===== src/rtl/bus_pkg.sv =====
// Shared bus-fabric definitions: arbiter state encoding and master-count limits.
// Imported by the arbiter and by the master/slave port blocks.
package bus_pkg;

   localparam int MAX_MASTERS = 8;

   typedef enum logic [1:0] {
      ARB_IDLE    = 2'd0,
      ARB_XFER    = 2'd1,
      ARB_RELEASE = 2'd2
   } arb_state_t;

   // True when a master count is one the arbiter can be built for.
   function automatic bit n_masters_ok(input int n);
      return (n >= 2) && (n <= MAX_MASTERS);
   endfunction

endpackage


===== src/rtl/rr_pick.sv =====
// Combinational round-robin priority encoder: the first requester at or after
// rr_ptr, wrapping from N_MASTERS-1 back to 0.
module rr_pick #(
   parameter int N_MASTERS = 2,
   parameter int ID_W      = 1
) (
   input  logic [N_MASTERS-1:0] req,
   input  logic [ID_W-1:0]      rr_ptr,
   output logic [ID_W-1:0]      winner,
   output logic                 valid
);

   logic [ID_W:0] idx;

   // One extra bit on idx lets rr_ptr+i overflow before the wrap is subtracted.
   always_comb begin
      winner = '0;
      valid  = 1'b0;
      idx    = '0;
      for (int i = 0; i < N_MASTERS; i++) begin
         idx = {1'b0, rr_ptr} + (ID_W + 1)'(i);
         if (idx >= (ID_W + 1)'(N_MASTERS)) begin
            idx = idx - (ID_W + 1)'(N_MASTERS);
         end
         if (!valid && req[idx[ID_W-1:0]]) begin
            valid  = 1'b1;
            winner = idx[ID_W-1:0];
         end
      end
   end

endmodule


===== src/rtl/bus_arbiter_rr.sv =====
// N-master round-robin bus arbiter holding ownership for a counted burst.
// Optional watchdog release is built when ARB_TIMEOUT_EN is defined.
module bus_arbiter_rr
   import bus_pkg::*;
#(
   parameter int N_MASTERS      = 2,
   parameter int BURST_W        = 13,
   parameter int TIMEOUT_CYCLES = 255
) (
   input  logic                         clk,
   input  logic                         reset,
   input  logic [N_MASTERS-1:0]         req,
   input  logic [N_MASTERS*BURST_W-1:0] burst_len,
   input  logic                         beat_valid,
   input  logic                         beat_ready,
   output logic [N_MASTERS-1:0]         grant,
   output logic [$clog2(N_MASTERS)-1:0] grant_id,
   output logic                         busy,
   output logic                         burst_done,
   output logic                         abort,
   output logic                         timeout
);

   localparam int ID_W = $clog2(N_MASTERS);

   arb_state_t         state;
   logic [ID_W-1:0]    rr_ptr;
   logic [ID_W-1:0]    winner;
   logic               win_valid;
   logic [ID_W-1:0]    next_ptr;
   logic [BURST_W-1:0] len;
   logic [BURST_W-1:0] beat_cnt;
   logic               beat;
   logic               end_done;
   logic               end_abort;
   logic               end_timeout;
   logic               end_burst;

`ifdef ARB_TIMEOUT_EN
   localparam int WD_W = (TIMEOUT_CYCLES > 1) ? $clog2(TIMEOUT_CYCLES) : 1;
   logic [WD_W-1:0] wd_cnt;
`endif

   rr_pick #(
      .N_MASTERS (N_MASTERS),
      .ID_W      (ID_W)
   ) u_rr_pick (
      .req    (req),
      .rr_ptr (rr_ptr),
      .winner (winner),
      .valid  (win_valid)
   );

   assign beat     = beat_valid & beat_ready;
   assign next_ptr = (grant_id == ID_W'(N_MASTERS - 1)) ? '0 : grant_id + 1'b1;

   // A beat always wins over a req drop on the same cycle; the watchdog only fires on a beat-less cycle.
   always_comb begin
      end_done    = 1'b0;
      end_abort   = 1'b0;
      end_timeout = 1'b0;
      if (state == ARB_XFER) begin
         if (beat) begin
            end_done = (beat_cnt == len);
         end else if (!req[grant_id]) begin
            end_abort = 1'b1;
         end else begin
`ifdef ARB_TIMEOUT_EN
            end_timeout = (wd_cnt == WD_W'(TIMEOUT_CYCLES - 1));
`else
            end_timeout = 1'b0;
`endif
         end
      end
   end

   assign end_burst = end_done | end_abort | end_timeout;

`ifndef ARB_TIMEOUT_EN
   // Watchdog not built: the timeout parameter only shapes the port contract.
   assign timeout = 1'b0 & (TIMEOUT_CYCLES != 0);
`endif

   always_ff @(posedge clk) begin
      if (reset) begin
         state      <= ARB_IDLE;
         grant      <= '0;
         grant_id   <= '0;
         busy       <= 1'b0;
         burst_done <= 1'b0;
         abort      <= 1'b0;
         rr_ptr     <= '0;
         len        <= '0;
         beat_cnt   <= '0;
`ifdef ARB_TIMEOUT_EN
         timeout    <= 1'b0;
         wd_cnt     <= '0;
`endif
      end else begin
         burst_done <= 1'b0;
         abort      <= 1'b0;
`ifdef ARB_TIMEOUT_EN
         timeout    <= 1'b0;
`endif
         case (state)
            ARB_IDLE: begin
               if (win_valid) begin
                  state    <= ARB_XFER;
                  grant    <= {{(N_MASTERS - 1){1'b0}}, 1'b1} << winner;
                  grant_id <= winner;
                  busy     <= 1'b1;
                  len      <= burst_len[winner * BURST_W +: BURST_W];
                  beat_cnt <= '0;
`ifdef ARB_TIMEOUT_EN
                  wd_cnt   <= '0;
`endif
               end
            end

            ARB_XFER: begin
               if (end_burst) begin
                  state      <= ARB_RELEASE;
                  grant      <= '0;
                  grant_id   <= '0;
                  busy       <= 1'b0;
                  rr_ptr     <= next_ptr;
                  burst_done <= end_done;
                  abort      <= end_abort;
`ifdef ARB_TIMEOUT_EN
                  timeout    <= end_timeout;
`endif
               end else if (beat) begin
                  beat_cnt <= beat_cnt + 1'b1;
               end
`ifdef ARB_TIMEOUT_EN
               if (beat) begin
                  wd_cnt <= '0;
               end else if (!end_burst) begin
                  wd_cnt <= wd_cnt + 1'b1;
               end
`endif
            end

            ARB_RELEASE: begin
               state <= ARB_IDLE;
            end

            default: begin
               state <= ARB_IDLE;
            end
         endcase
      end
   end

endmodule


===== config.mk =====
export PLATFORM = sky130hd
export DESIGN_NAME = bus_arbiter_rr
export DESIGN_NICKNAME = d
export VERILOG_FILES = /design/src/rtl/bus_pkg.sv /design/src/rtl/rr_pick.sv /design/src/rtl/bus_arbiter_rr.sv
export SDC_FILE = /design/constraint.sdc
export NUM_CORES = 1
export LEC_CHECK = 0
export CORE_MARGIN = 3
export CORE_UTILIZATION = 40
export CTS_CLUSTER_DIAMETER = 150
export DETAILED_ROUTE_END_ITERATION = 10
export PLACE_DENSITY = 0.66
export REMOVE_ABC_BUFFERS = 1
export SYNTH_ARGS = -nofsm -noshare
export SYNTH_HDL_FRONTEND = slang
export SYNTH_SLANG_ARGS = --single-unit

===== constraint.sdc =====
create_clock -name clk -period 3.5 [get_ports clk]
set_input_delay 1.05 -clock clk [delete_from_list [all_inputs] [get_ports clk]]
set_output_delay 1.05 -clock clk [all_outputs]
set_load 0.01 [all_outputs]

Word-level counts from Yosys, hierarchy flattened --
Cells that the tools add are included.
Storage, ports and cells: bits in registers 35, output and inout port bits 7, logic and storage cells 75
Cells by class: add/sub/neg operators 5, multipliers 1, order comparisons 5, eq/ne operators 6, shift operators 2, multiplexer cells 33, bitwise operators 4, reductions and logical operators 10
Operator list (number):
- $mux 13 | 3
- $pmux 13 s2 | 1
- $shiftx 26x6->13 | 1
- $mux 1 | 21
- $add 13x1->13 const B | 1
- $eq 13x13->1 | 1
- $mux 2 | 4
- $pmux 2 s2 | 2
- $lt 1x2->1 const B | 3
- $reduce_and 2->1 | 3
- $mul 1x4->5 const B | 1
- $ne 2x1->1 const B | 2
- $ne 2x2->1 const B | 2
- $pmux 1 s2 | 2
- $reduce_and 4->1 | 1
- $reduce_and 3->1 | 1
- $reduce_or 3->1 | 1
- $add 1x1->2 const B | 1
- $eq 2x1->1 const B | 1
- $ge 1x2->1 const B | 1
- $ge 2x2->1 const B | 1
- $logic_not 2->1 | 1
- $not 1->1 | 2
- $reduce_bool 2->1 | 1
- other kinds (7) | 8

Logic depth before layout (Yosys ltp) --
depth after elaboration 11, depth in mapped cells 7, depth with buffers taken out 6

Modules after synthesis --
Synthesis repeated with hierarchy kept, for this count alone.
Unflattened totals: cells, all modules 213, area, all modules 1918.1 um^2
Modules (own cells, without submodules):
- bus_arbiter_rr | instances 1, cells each 210, area each 1900.6 um^2
- rr_pick | instances 1, cells each 3, area each 17.5 um^2

Worst setup path before layout --
No wires, ideal clock.
kind input to register, start input port beat_valid, end register beat_cnt[7], arrival 2.511 ns, path slack 0.860 ns, stages on the path 6, buffers on the path 1, cell sequence nand4b_1 > or4_1 > or4_1 > buf_2 > a41oi_1 > a211oi_1
Between the ends: longest elaborated chain between the ends 6, elaborated cells between the ends (all ways) 9
RTL lines:
- from (decl) | RTL line bus_arbiter_rr.sv:14 | input logic beat_valid,
- $and 1x1->1 * | RTL line bus_arbiter_rr.sv:54 | assign beat = beat_valid & beat_ready;
- $mux 1 | RTL line bus_arbiter_rr.sv:63 | if (beat) begin
- $mux 1 | RTL line bus_arbiter_rr.sv:62 | if (state == ARB_XFER) begin
- $or 1x1->1 | RTL line bus_arbiter_rr.sv:77 | assign end_burst = end_done | end_abort | end_timeout;
- $ne 2x2->1 (no source line)
- $reduce_and 4->1 (no source line) *
- to (signal assigned) | RTL line bus_arbiter_rr.sv:133 | beat_cnt <= beat_cnt + 1'b1;
- to (decl) | RTL line bus_arbiter_rr.sv:32 | logic [BURST_W-1:0] beat_cnt;
Every way passes the cells marked *; elsewhere a longest branch is shown, timed or not. A chain may end at the register's enable or synchronous reset.

Final worst setup path --
Ends and elaborated chain as after synthesis.

==> flow_summary.rst <==
.. list-table::
   :header-rows: 1

   * - Metric
     - Value
   * - Status
     - finished, final reports clean
   * - Worst Hold Path Cells
     - 2
   * - Area of the multi-input gates
     - 925.9 sq um
   * - Power density cells
     - 467.6 mW/mm^2
   * - Commonest non-fill, non-tap cells in the layout
     - clkdlybuf4s50_1, nor2_1, dfxtp_1
   * - Largest area contributor in the synthesized netlist
     - dfxtp_1
   * - Syn Inst Count
     - 210
   * - Wirelength, routed
     - 4.360 mm
   * - Startpoint of the worst-slack reg-to-reg timing path
     - state[1]$_SDFFE_PP0P_
   * - Floorplan die area
     - 0.005028 sq mm
   * - Vertical die dimension
     - 70.91 um
   * - Worst vdd ir
     - 0.2798 mV
   * - Number of sinks handled by clock tree synthesis
     - 34
   * - Data arrival time of the worst path
     - 3.19 ns
   * - Net switching power
     - 311.5 uW
   * - Cell with the largest stage delay on the worst path
     - or4_1
   * - Estimated wirelength of the detail-placed design
     - 3.300 mm
   * - Initial standard-cell utilization of the core
     - 0.4373
   * - CTS tree
     - done
   * - Achievable clock frequency
     - 329.4 MHz
   * - Number of I/O pins
     - 39
   * - Storage cell area
     - 680.7 sq um
   * - Flop and latch count out of synthesis
     - 34
   * - Overflow left after global routing
     - 0
   * - Final worst path period need
     - 3.036 ns
   * - Buffers inserted during post-CTS setup optimization
     - 0
   * - # resized after CTS
     - 0
   * - Start-to-end type of the worst setup path
     - in2reg
   * - Ys async rst share
     - 0
   * - FF-to-FF End
     - beat_cnt[7]$_SDFFE_PP0P_
   * - Setup violators final
     - 0
   * - Area share of the leading cell type in the synthesized netlist
     - 0.4039
   * - Count of final hold-check violations
     - 0
   * - Worst Clk Skew
     - 0.004623 ns
   * - Element type at the critical path end
     - register
   * - Worst-case hold slack
     - 0.4826 ns
   * - Combinational cell fraction of total power
     - 0.260
   * - Pin count of the biggest net entering global routing
     - 25
   * - Number of buffers created by CTS
     - 5
   * - Number of antenna violations at the first check in global routing
     - 0
   * - Routed via count
     - 1633
   * - Reg2reg setup slack
     - 1.28 ns
   * - Cell type group with the largest total delay on the critical path
     - simple AND/OR/NAND/NOR gates
   * - Path depth of the worst reg2reg path
     - 5
   * - Maximum fanout along the worst path
     - 7
   * - GR Util All Layers
     - 0.1744
   * - WP data required
     - 3.66 ns
   * - Hold path endpoint
     - grant[0]$_SDFFE_PP0P_
   * - Leading post-synthesis cells by cell area
     - dfxtp_1, nor2_1, o21ai_0, a222oi_1, xnor2_1
   * - Maximum buffer depth of the clock tree
     - 2
   * - Final TNS setup
     - 0 ns
   * - Initial DRC Count
     - 136
   * - Ratio of cells with drive above 1 in the final layout
     - 0.06478
   * - Clk pwr share
     - 0.290
   * - Classification of the worst-slack hold path
     - reg2reg
   * - Average cell area after synthesis
     - 8.026 sq um
   * - Switching share of power
     - 0.3044
   * - Stage delay of the slowest cell on the critical path
     - 0.59 ns
   * - Cell repeated most along the worst path
     - or4_1
   * - Number of enable-type register cells in the synthesized netlist
     - 0
   * - Total power
     - 1023 uW
   * - Post-synthesis sequential area ratio
     - 0.4039
   * - Clock-pin slew of the registers on the worst-case setup and hold paths
     - 0.07 ns
   * - RD Place Congestion
     - 0.8152
   * - NumNets Final
     - 279
   * - WL per Instance
     - 14.78 um
   * - Internal power of the cells
     - 711.8 uW
   * - Worst Min Path Start
     - grant[0]$_SDFFE_PP0P_
   * - Row count
     - 22
   * - RSZ-0062 raised after global routing
     - no
   * - Count of unique library cells instantiated by Yosys
     - 37
   * - First-pass GRT wire length
     - 7.003 mm
   * - Post-DRT Antenna Nets
     - 0
   * - Critical path launch point
     - beat_valid
   * - Top FF cell, synth
     - dfxtp_1
   * - Area added between synthesis and finish
     - 29.84%
   * - Worst-Skew Late Latency
     - 0.28 ns
   * - Floorplan Core Area
     - 0.003854 sq mm
   * - Total of hold buffers inserted after clock tree synthesis
     - 0
   * - Number of global-route vias before repair
     - 1493
   * - Number of max-cap violations
     - 0
   * - Total standard cell area after synthesis
     - 0.001685 sq mm
   * - Part of the power in registers
     - 0.450
   * - Final critical-path share of the clock period
     - 0.8674
   * - Cells along the critical path
     - clkdlybuf4s50_1 > nand4b_1 > or4_1 > or4_1 > a41oi_1 > a211oi_1
   * - Total number of yosys warnings
     - 0
   * - Mean number of vias per cell
     - 5.536
   * - Root buffer cell
     - clkbuf_8
   * - Buffer and inverter count on the worst path
     - 1
   * - Pre-antenna DRT Iters
     - 4
   * - Port-buffer cells
     - 37
   * - Number of H-tree levels
     - 2
   * - Most common cell after layout, fill and taps aside
     - clkdlybuf4s50_1
   * - Cell leakage power
     - 0.0007955 uW
   * - Fill cell total of the finished layout
     - 371
   * - DRC violation count after routing
     - 0
   * - Critical Path Source Type
     - input port
   * - Die width
     - 70.91 um
   * - Max-slew violation count
     - 0
   * - Antenna Diode Count
     - 0
-- final cells by class --
cell class	count	share of cell area
multi-input cells	158	0.4231
flip-flops and latches	34	0.3110
repair buffers	43	0.1898
clock buffers	7	0.03945
well taps	48	0.02744
inverters	4	0.006861
clock inverters	1	0.002287
-- state kept, by name (all words and copies together) (netlist names) --
name        cells
burst_done      1
beat_cnt       13
state           2
grant           2
abort           1
rr_ptr          1
len            13
busy            1
-- metrics by stage --
stage / setup slack (ns) / utilization / instance area (sq um) / cells
final: 0.4642 / 0.5679 / 2188 / 295
after detailed placement: 0.1755 / 0.5442 / 2097 / 287
after CTS: 0.4747 / 0.5679 / 2188 / 295
after floorplan: 0.6051 / - / 1622 / 196
after global routing: 0.3281 / 0.5679 / 2188 / 295
after global placement: 0.2223 / 0.5442 / 2097 / 287
-- power by group through the flow --
stage	Combinational [uW]	Sequential [uW]	Clock, uW
after floorplan	154	462	0
after global placement	265	469	0
after detailed placement	266	469	0
after CTS	266	460	301
after global routing	293	465	316
final	266	461	297
-- worst reg2reg max path, stage by stage (launching register included) --
cell,delay [ns]
dfxtp_1,0.36
nand4b_1,0.24
or4_1,0.57
or4_1,0.59
a41oi_1,0.28
a211oi_1,0.06
-- per-layer routing --
metal  global-route usage  share of wire  wire [um]  vias to the layer above
met4              0.06472         0.0087         38                        0
li1                     -              -          -                      842
met1               0.2257           0.47       2049                      737
met5                    0              0          0                        -
met2               0.2750           0.47       2031                       49
met3              0.05114          0.055        241                        5
-- cells in the mapped netlist (all sizes together), types with 2 or more instances --
library cell  count
a211oi            2
a21oi            13
a222oi            7
and2              3
buf               5
clkbuf            9
dfxtp            34
inv               4
nand2            10
nand3             5
nand4            10
nor2             36
nor3              4
nor4              9
o211ai            3
o21ai            15
o22ai             3
or3              10
or4               4
xnor2             8
xor2              5
-- how the worst max path moves through the flow --
stage | endpoint | slack [ns] | cells after the start
after floorplan | beat_cnt[7]$_SDFFE_PP0P_ | 0.61 | 5
after global placement | beat_cnt[7]$_SDFFE_PP0P_ | 0.22 | 6
after detailed placement | beat_cnt[7]$_SDFFE_PP0P_ | 0.18 | 6
after CTS | beat_cnt[7]$_SDFFE_PP0P_ | 0.47 | 6
after global routing | beat_cnt[7]$_SDFFE_PP0P_ | 0.33 | 6
final | beat_cnt[7]$_SDFFE_PP0P_ | 0.46 | 6
-- logic make-up (layout without fill, tap and decap cells) --
| logic type | after synthesis | after routing | synth area share |
|---|---|---|---|
| adder cells (fa/ha/maj) | 1 | 1 | 0.007423 |
| buffers and inverters | 18 | 55 | 0.04676 |
| AND/OR/NAND/NOR | 97 | 97 | 0.2955 |
| XOR/XNOR | 13 | 13 | 0.06756 |
| other | 1 | 1 | 0.002225 |
| flip-flops | 34 | 34 | 0.4039 |
| AO/OA/AOI/OAI | 46 | 46 | 0.1767 |
No activity file was read; power rests on OpenSTA's default activity.
